**src/rtl/s_axis_cc_adapt.sv**
```systemverilog
// s_axis_cc_adapt
//   Completer-completion adapter. It takes completion TLPs in the legacy
//   128-bit, 3DW-header AXI-TLP format and turns the first beat of each one
//   into an UltraScale CC descriptor. In both formats the first payload DW
//   sits in DW3, so payload beats pass through one for one. Packets that are
//   not completions are consumed and counted, and never reach the output.
//   A 2-entry skid buffer registers the output side.
//
// Ports
//   user_clk, user_reset_n         clock, asynchronous active-low reset
//   s_axis_cc_t{data,keep,last,user,valid} / s_axis_cc_tready
//                                  legacy TLP stream in (tuser[1] poison,
//                                  tuser[3] discontinue)
//   s_axis_cc_t{data,keep,last,user,valid}_a / s_axis_cc_tready_a
//                                  CC stream to the hard block (tkeep is per
//                                  DW, tuser[0] discontinue, only tready[0]
//                                  is used)
//   cc_drop_cnt                    saturating count of dropped TLPs
module s_axis_cc_adapt #(
  parameter int DATA_WIDTH = 128,  // only 128 is supported
  parameter int KEEP_WIDTH = DATA_WIDTH / 8
) (
  input  logic                  user_clk,
  input  logic                  user_reset_n,
  input  logic [DATA_WIDTH-1:0] s_axis_cc_tdata,
  input  logic [KEEP_WIDTH-1:0] s_axis_cc_tkeep,
  input  logic                  s_axis_cc_tlast,
  input  logic [3:0]            s_axis_cc_tuser,
  input  logic                  s_axis_cc_tvalid,
  output logic                  s_axis_cc_tready,
  output logic [DATA_WIDTH-1:0] s_axis_cc_tdata_a,
  output logic [3:0]            s_axis_cc_tkeep_a,
  output logic                  s_axis_cc_tlast_a,
  output logic [32:0]           s_axis_cc_tuser_a,
  output logic                  s_axis_cc_tvalid_a,
  input  logic [3:0]            s_axis_cc_tready_a,
  output logic [15:0]           cc_drop_cnt
);

  typedef enum logic [1:0] {ST_SOP = 2'd0, ST_FWD = 2'd1, ST_DROP = 2'd2} state_e;

  typedef struct packed {
    logic [DATA_WIDTH-1:0] data;
    logic [3:0]            keep;
    logic                  last;
    logic                  disc;
  } beat_t;

  state_e                state_q, state_d;
  beat_t                 head_q, head_d, tail_q, tail_d, in_beat;
  logic [1:0]            cnt_q, cnt_d;
  logic                  tready_q, tready_d, tvalid_q, tvalid_d;
  logic [15:0]           drop_q, drop_d;
  logic                  in_hs, pop, push, drop_inc, type_ok;
  logic [6:0]            fmt_type;
  logic [3:0]            keep_dw;
  logic [31:0]           dw0, dw1, dw2, dw3;
  logic [12:0]           byte_cnt;
  logic [10:0]           dw_cnt;
  logic [DATA_WIDTH-1:0] sop_desc;
  logic                  unused_bits;

  assign dw0      = s_axis_cc_tdata[31:0];
  assign dw1      = s_axis_cc_tdata[63:32];
  assign dw2      = s_axis_cc_tdata[95:64];
  assign dw3      = s_axis_cc_tdata[127:96];
  assign fmt_type = dw0[30:24];
  assign type_ok  = fmt_type inside {7'h0A, 7'h4A, 7'h0B, 7'h4B};
  assign in_hs    = s_axis_cc_tvalid & tready_q;
  assign pop      = tvalid_q & s_axis_cc_tready_a[0];

  // Byte-keep collapses to dword-keep: the legacy stream only ever keeps
  // whole DWs, so the lowest byte of each DW is representative.
  genvar gi;
  generate
    for (gi = 0; gi < 4; gi++) begin : g_keep
      assign keep_dw[gi] = s_axis_cc_tkeep[4*gi];
    end
  endgenerate

  // A zero length field encodes the maximum in both byte and DW counts;
  // the descriptor widens each field by one bit to hold that maximum.
  assign byte_cnt = (dw1[11:0] == 12'd0) ? 13'd4096 : {1'b0, dw1[11:0]};
  assign dw_cnt   = !dw0[30]             ? 11'd0 :
                    (dw0[9:0] == 10'd0)  ? 11'd1024 : {1'b0, dw0[9:0]};

  always_comb begin
    sop_desc          = '0;
    sop_desc[6:0]     = dw2[6:0];                          // lower address
    sop_desc[28:16]   = byte_cnt;
    sop_desc[29]      = dw0[24];                           // locked-read completion
    sop_desc[42:32]   = dw_cnt;
    sop_desc[45:43]   = dw1[15:13];                        // completion status
    sop_desc[46]      = dw0[14] | s_axis_cc_tuser[1];      // poisoned
    sop_desc[63:48]   = dw2[31:16];                        // requester ID
    sop_desc[71:64]   = dw2[15:8];                         // tag
    sop_desc[87:72]   = dw1[31:16];                        // completer ID
    sop_desc[91:89]   = dw0[22:20];                        // traffic class
    sop_desc[94:92]   = {1'b0, dw0[13:12]};                // attributes
    sop_desc[127:96]  = dw3;                               // first payload DW
  end

  always_comb begin
    in_beat.data = (state_q == ST_SOP) ? sop_desc : s_axis_cc_tdata;
    in_beat.keep = keep_dw;
    in_beat.last = s_axis_cc_tlast;
    in_beat.disc = s_axis_cc_tuser[3];
  end

  // Packet FSM: decides per input beat whether it is written to the buffer.
  always_comb begin
    state_d  = state_q;
    push     = 1'b0;
    drop_inc = 1'b0;
    if (in_hs) begin
      case (state_q)
        ST_SOP: begin
          if (type_ok) begin
            push    = 1'b1;
            state_d = s_axis_cc_tlast ? ST_SOP : ST_FWD;
          end else begin
            drop_inc = 1'b1;
            state_d  = s_axis_cc_tlast ? ST_SOP : ST_DROP;
          end
        end
        ST_FWD: begin
          push = 1'b1;
          if (s_axis_cc_tlast) state_d = ST_SOP;
        end
        ST_DROP: begin
          if (s_axis_cc_tlast) state_d = ST_SOP;
        end
        default: state_d = ST_SOP;
      endcase
    end
  end

  assign drop_d = (drop_inc && (drop_q != 16'hFFFF)) ? drop_q + 16'd1 : drop_q;

  // Skid buffer: head drives the outputs, tail only fills while the head is
  // stalled. A push is only possible with fewer than two entries, because
  // tready is the registered "not full" flag.
  always_comb begin
    head_d = head_q;
    tail_d = tail_q;
    cnt_d  = cnt_q;
    case ({push, pop})
      2'b10: begin
        if (cnt_q == 2'd0) head_d = in_beat;
        else               tail_d = in_beat;
        cnt_d = cnt_q + 2'd1;
      end
      2'b01: begin
        if (cnt_q == 2'd2) head_d = tail_q;
        cnt_d = cnt_q - 2'd1;
      end
      2'b11: begin
        if (cnt_q == 2'd2) begin
          head_d = tail_q;
          tail_d = in_beat;
        end else begin
          head_d = in_beat;
        end
      end
      default: ;
    endcase
    tready_d = (cnt_d != 2'd2);
    tvalid_d = (cnt_d != 2'd0);
  end

  always_ff @(posedge user_clk or negedge user_reset_n) begin
    if (!user_reset_n) begin
      state_q  <= ST_SOP;
      head_q   <= '0;
      tail_q   <= '0;
      cnt_q    <= 2'd0;
      tready_q <= 1'b0;
      tvalid_q <= 1'b0;
      drop_q   <= 16'd0;
    end else begin
      state_q  <= state_d;
      head_q   <= head_d;
      tail_q   <= tail_d;
      cnt_q    <= cnt_d;
      tready_q <= tready_d;
      tvalid_q <= tvalid_d;
      drop_q   <= drop_d;
    end
  end

  assign s_axis_cc_tready   = tready_q;
  assign s_axis_cc_tvalid_a = tvalid_q;
  assign s_axis_cc_tdata_a  = head_q.data;
  assign s_axis_cc_tkeep_a  = head_q.keep;
  assign s_axis_cc_tlast_a  = head_q.last;
  assign s_axis_cc_tuser_a  = {32'd0, head_q.disc};  // parity is not generated
  assign cc_drop_cnt        = drop_q;

  // Inputs that the CC format has no use for.
  assign unused_bits = ^{s_axis_cc_tready_a[3:1], s_axis_cc_tuser[2], s_axis_cc_tuser[0],
                         s_axis_cc_tkeep};

endmodule

```
**config.mk**
```make
export PLATFORM = sky130hd
export DESIGN_NAME = s_axis_cc_adapt
export DESIGN_NICKNAME = d
export VERILOG_FILES = /design/src/rtl/s_axis_cc_adapt.sv
export SDC_FILE = /design/constraint.sdc
export NUM_CORES = 1
export LEC_CHECK = 0
export CORE_ASPECT_RATIO = 1.75
export CORE_MARGIN = 5
export CORE_UTILIZATION = 30
export CTS_CLUSTER_SIZE = 28
export DETAILED_ROUTE_END_ITERATION = 10
export GPL_ROUTABILITY_DRIVEN = 0
export SYNTH_ARGS = -nofsm -noshare
export SYNTH_HDL_FRONTEND = slang
export SYNTH_SLANG_ARGS = --single-unit
```
**constraint.sdc**
```tcl
create_clock -name user_clk -period 5.1 [get_ports user_clk]
set_input_delay 1.02 -clock user_clk [delete_from_list [all_inputs] [get_ports user_clk]]
set_output_delay 1.02 -clock user_clk [all_outputs]
set_load 0.01 [all_outputs]
```
; ---- After elaboration in Yosys (flattened, before gate mapping)
; Index checks and enable logic that the tools add are counted.
[op_classes]
n_addsub = 3
mux = 23
n_eq_ne = 17
reduce_logical = 13
bitwise = 3
[ops]
columns = op, count
row1 = $mux W134, 5
row2 = $pmux W134 S3, 1
row3 = $pmux W134 S2, 1
row4 = $mux W96, 1
row5 = $mux W11, 2
row6 = $add A16 B1 Y16 const B, 1
row7 = $ne A16 B16 Y1 const B, 1
row8 = $eq A7 B4 Y1 const B, 2
row9 = $eq A7 B7 Y1 const B, 2
row10 = $mux W13, 1
row11 = $logic_not A12 Y1, 1
row12 = $logic_not A10 Y1, 1
row13 = $ne A2 B2 Y1 const B, 5
row14 = $eq A2 B2 Y1 const B, 4
row15 = $pmux W2 S2, 2
row16 = $mux W1, 6
row17 = $mux W2, 3
row18 = $reduce_and A3 Y1, 2
row19 = $eq A2 B1 Y1 const B, 2
row20 = $logic_not A2 Y1, 2
row21 = $reduce_bool A2 Y1, 2
row22 = $reduce_bool A4 Y1, 1
row23 = $reduce_bool A3 Y1, 1
row24 = $add A2 B1 Y2 const B, 1
row25 = other kinds (8), 9
[totals]
output_inout_bits = 184
input_bits = 156
regBits = 290
wordCells = 72

; ---- Logic depth before layout (Yosys ltp)
; Gate-level depths: netlist of run 1.
[logic_depth]
word_depth = 8
mapped_depth = 16
depth_no_buf = 11

; ---- Worst setup path after synthesis of run 1
; OpenSTA, ideal clock, no wires.
[synth_path]
path_type = input to register
startpoint = input port s_axis_cc_tdata[26]
endpoint = register tail_q[37] (netlist bit)
t_required_ps = 4982
slack_ps = 1851
arrival_time_ps = 3131
path_buffers = 3
setup_ps = 118
path_stages = 14
path_cell_list = nor4b_1 -> and2_1 -> a21oi_1 -> or2_2 -> inv_1 -> ha_1 -> nor2_1 -> a21oi_1 -> o21ai_0 -> buf_2 -> buf_2 -> buf_2 -> nand2_1 -> nand2_1
[synth_between]
elab_chain_cells = 8
elab_cells_between_ends = 15
classes_between = 8 x eq/ne / 4 x mux / 3 x reduce/logical
[synth_lines]
columns = item, line
row1 = "start, declared", 25  ; input logic [DATA_WIDTH-1:0] s_axis_cc_tdata,
row2 = $eq A7 B4 Y1 / $eq A7 B7 Y1 (equally long branches), 68  ; assign type_ok = fmt_type inside {7'h0A, 7'h4A, 7'h0B, 7'h4B};
row3 = $reduce_bool A4 Y1 *, 68
row4 = $mux W1 *, 118  ; if (type_ok) begin
row5 = $pmux W1 S2 *, 116  ; case (state_q)
row6 = $mux W1 *, 115  ; if (in_hs) begin
row7 = $eq A2 B2 Y1, 147  ; case ({push, pop})
row8 = $ne A2 B2 Y1 (no source line) / $reduce_bool A2 Y1 (equally long branches), -
row9 = $reduce_and A3 Y1 (no source line), -
row10 = "end signal, assigned", 183  ; tail_q <= tail_d;
row11 = "end, declared", 50  ; beat_t head_q, head_d, tail_q, tail_d, in_beat;
; Every way passes the cells marked *; elsewhere a longest branch is shown, timed or not.
; A chain may end at the register's enable or synchronous reset.

; ---- Worst setup path in the final report of run 1
[layout_path]
startpoint = input port s_axis_cc_tdata[26]
endpoint = register head_q (netlist bit s_axis_cc_tdata_a[48])
[layout_between]
elab_chain_cells = 8
elab_cells_between_ends = 16
classes_between = 9 x eq/ne / 4 x mux / 3 x reduce/logical
[layout_lines]
columns = item, line
row1 = $eq A7 B4 Y1 / $eq A7 B7 Y1 (equally long branches), 68
row2 = $reduce_bool A4 Y1 *, 68
row3 = $mux W1 *, 118
row4 = $pmux W1 S2 *, 116
row5 = $mux W1 *, 115
row6 = $eq A2 B1 Y1 / $eq A2 B2 Y1 (equally long branches), 147
row7 = $ne A2 B2 Y1 (no source line) / $reduce_bool A3 Y1 (equally long branches), -
row8 = $reduce_and A3 Y1 (no source line), -
row9 = "end signal, assigned", 174  ; head_q <= '0;
row10 = "end signal, assigned", 182  ; head_q <= head_d;
row11 = "end, declared", 50
; Marked as above.

==> summary.md, run 1 <==
| Metric | Value |
|---|---|
| CTS max path bufs | `3` |
| Crit path arrival time | `5060 ps` |
| Fin util | `39.9%` |
| Hold Violations, Final | `0` |
| Max transition margin | `9.96%` |
| # Max-Cap Violations | `0` |
| Min cycle time layout | `4550 ps` |
| Combinational Power Share | `41.3%` |
| Post-synthesis register bit count | `290` |
| Cell Area, Placed | `16800 um2` |
| Die area | `49500 um2` |
| Seq/Total Area, Yosys | `53.8%` |
| I/O Pins | `340` |
| Initial antenna violation count | `1` |
| Synth cell count leaders | `300 x nand2_1, 290 x dfrtp_1, 190 x nor2_1` |
| Power share of the clock group | `21.6%` |
| PwrDens | `583 nW/um2` |
| Setup TNS | `0 ps` |
| FF+latch area | `7260 um2` |
| Ys Warns | `0` |
| Largest net degree at the start of global routing | `149` |
| Period Utilization, post-route | `89.2%` |
| Vias in the first global route | `11.3k` |
| Initial Utilization | `30.4%` |
| CTS tree | `built` |
| Leakage | `0.00786 uW` |
| Synth Instances | `1412` |
| Reg clk slew, reported paths | `60 ps` |
| # DRC | `0` |
| Hold crit path type | `primary input to async pin` |
| Core area | `44400 um2` |
| Avg Cell Area, Syn | `9.56 um2` |
| Critical Path Source Type | `primary input` |
| Core Rows | `102` |
| Top_reg_cell synth | `dfrtp_1` |
| PortBufs | `290` |
| Final HPWL DP | `31600 um` |
| WL/cell | `20.2 um` |
| Initial drt markers | `706` |
| Sw frac | `36.6%` |
| Ys async rst share | `100%` |
| Vias | `11.0k` |
| Multi-input gate area | `5580 um2` |
| Die Width | `170 um` |
| CP required | `5610 ps` |
| Crit path capture type | `flop` |
| CTS Sinks | `290` |
| Share of layout cells above drive strength 1 | `10.8%` |
| Worst VDD drop | `302 uV` |
| CTS Root Cell | `clkbuf_16` |
| Achievable Freq | `220 MHz` |
| Clk_skew | `25.6 ps` |
| P&R area growth vs syn | `31.4%` |
| Number of hold buffers added after CTS | `0` |
| Die Y | `291 um` |
| Vias per cell | `4.88` |
| CP max FO | `98` |
| Final setup vio count | `0` |
| Max Slew Vio Count | `0` |
| Post-Syn Area | `13500 um2` |
| First-pass GRT wire length | `68800 um` |
| Worst slew pin tran | `1330 ps` |
| Area leader, netlist | `dfrtp_1` |
| RSZ-0062 raised after global routing | `no` |
| Finished Layout Cells | `2246` |
| Cells after DPL | `2194` |
| Flop pwr share | `37.1%` |
| Post-CTS setup repair buffer count | `0` |
| WL final | `45400 um` |
| GRT Total Usage | `17.8%` |
| Fillers | `4364` |
| Drt first pass iters | `5` |
| Status | `finished, final reports clean` |
| Netlist cell types | `45` |
| Pint | `6550 uW` |
| Worst-skew pair later-pin latency | `580 ps` |
| Yosys top cell area share | `53.8%` |
| Fin nets | `1817` |
| H-tree depth | `1` |
| Post-route design area | `17700 um2` |
| CP Class | `primary input to flop` |
| Post-CTS sizing | `0` |
| GRT overflow | `0` |
| Antenna Violating Nets Remaining | `0` |
| Net Switching | `3790 uW` |
| TritonCTS Buffers | `30` |
| Top post-synthesis cells by area | `dfrtp_1 54%, nand2_1 8.3%, nor2_1 5.3%, a22oi_1 5.1%, a21oi_2 4.9%` |
| Post-synth EDFFs | `0` |
| Most frequent cell after synthesis | `nand2_1` |
critical path, stage by stage:
cell             delay, ps
clkdlybuf4s50_1        440
nor4b_1               1130
buf_4                  260
and2_1                 170
a21oi_1                 80
or2_2                  310
inv_1                  100
ha_1                   280
a31oi_1                170
nor2_4                 150
buf_12                 390
a22oi_1                290
a21oi_2                180
kinds of logic after synthesis:
logic type | Yosys count | synth area share [%]
adder cells (fa/ha/maj) | 7 | 0.649
buffers and inverters | 142 | 6.15
flip-flops | 290 | 53.8
other | 1 | 0.0278
AND/OR/NAND/NOR | 539 | 15.9
XOR/XNOR | 18 | 1.17
AO/OA/AOI/OAI | 346 | 17.0
multiplexers | 69 | 5.40
flip-flops by register name (all words and copies together), names as in the netlist:
register            flops
s_axis_cc_tvalid_a      1
s_axis_cc_tdata_a     128
s_axis_cc_tuser_a       1
s_axis_cc_tkeep_a       4
state_q                 2
s_axis_cc_tready        1
cc_drop_cnt            16
tail_q                134
cnt_q                   2
s_axis_cc_tlast_a       1
power groups by stage:
stage / Clock, uW / Sequential [uW] / Combinational, uW
2_1_floorplan: 0 / 4030 / 2090
3_3_place_gp: 0 / 3830 / 4280
3_5_place_dp: 0 / 3870 / 4350
4_1_cts: 2310 / 3840 / 4360
5_1_grt: 2400 / 3970 / 4670
6_report: 2230 / 3840 / 4280
routing by layer:
metal  part of all wire (%)  vias up  track usage (%)
met5                      0        -                0
met2                     52      375             32.1
met4                    4.2        0             7.04
met1                     37     5314             20.2
li1                       -     5188                -
met3                    6.7       81             3.69
cells in the final DEF (no fill, tap or decap), types with 4 or more instances in the layout:
| master | netlist | layout |
|---|---|---|
| clkbuf_1 | 30 | 6 |
| nand2_1 | 300 | 299 |
| clkbuf_16 | 0 | 31 |
| xor2_1 | 5 | 5 |
| o21ai_0 | 55 | 54 |
| nand4_1 | 9 | 9 |
| buf_12 | 0 | 9 |
| dfrtp_1 | 290 | 290 |
| conb_1 | 1 | 32 |
| inv_1 | 11 | 11 |
| mux2_2 | 29 | 29 |
| mux2i_1 | 39 | 39 |
| buf_4 | 43 | 10 |
| clkbuf_8 | 1 | 6 |
| a22oi_1 | 91 | 91 |
| nor2_1 | 190 | 190 |
| xnor2_1 | 13 | 13 |
| ha_1 | 7 | 6 |
| clkdlybuf4s50_1 | 0 | 289 |
| a21oi_2 | 75 | 74 |
| clkinv_2 | 0 | 4 |
| a32oi_1 | 4 | 4 |
| a21oi_1 | 113 | 113 |
| nand3_1 | 19 | 19 |
| nor4_1 | 5 | 5 |
per-stage QoR:
step	setup WS (ps)	power (uW)	hold slack, ps
2_1_floorplan	1850	6130	439
6_report	551	10300	442
3_3_place_gp	141	8120	450
3_5_place_dp	76.3	8220	456
5_1_grt	600	11000	461
4_1_cts	681	10500	446
path summary, 6_finish.rpt:
kind	from	end	slack [ps]	depth (start not counted)
setup / recovery	s_axis_cc_tdata[26]	s_axis_cc_tdata_a[48]$_DFFE_PN0P_	550	13
hold / removal	user_reset_n	s_axis_cc_tdata_a[52]$_DFFE_PN0P_	440	1
setup reg to reg	state_q[0]$_DFFE_PN0P_	s_axis_cc_tdata_a[42]$_DFFE_PN0P_	2310	8
hold reg to reg	tail_q[36]$_DFFE_PN0P_	tail_q[36]$_DFFE_PN0P_	470	2
max in group asynchronous	user_reset_n	s_axis_cc_tdata_a[71]$_DFFE_PN0P_	3560	2
min in group user_clk	tail_q[36]$_DFFE_PN0P_	tail_q[36]$_DFFE_PN0P_	470	2
cell type report:
type	instances	share of cell area (%)
antenna	1	0.0141
clock inverter	8	0.536
timing repair buffer	309	17.8
multi-input combinational	1011	31.4
clock buffer	43	4.97
tap	572	4.03
sequential	290	40.9
inverter	12	0.254
(Power assumes the default switching activity.)
==> run 2: changes to the inputs <==
--- a/config.mk
+++ b/config.mk
@@ -10,7 +10,6 @@
 export CORE_UTILIZATION = 30
 export CTS_CLUSTER_SIZE = 28
 export DETAILED_ROUTE_END_ITERATION = 10
-export GPL_ROUTABILITY_DRIVEN = 0
 export SYNTH_ARGS = -nofsm -noshare
 export SYNTH_HDL_FRONTEND = slang
 export SYNTH_SLANG_ARGS = --single-unit
==> results of run 2 <==
Same layout as run 1: the final DEF is identical, and so are final timing and power.
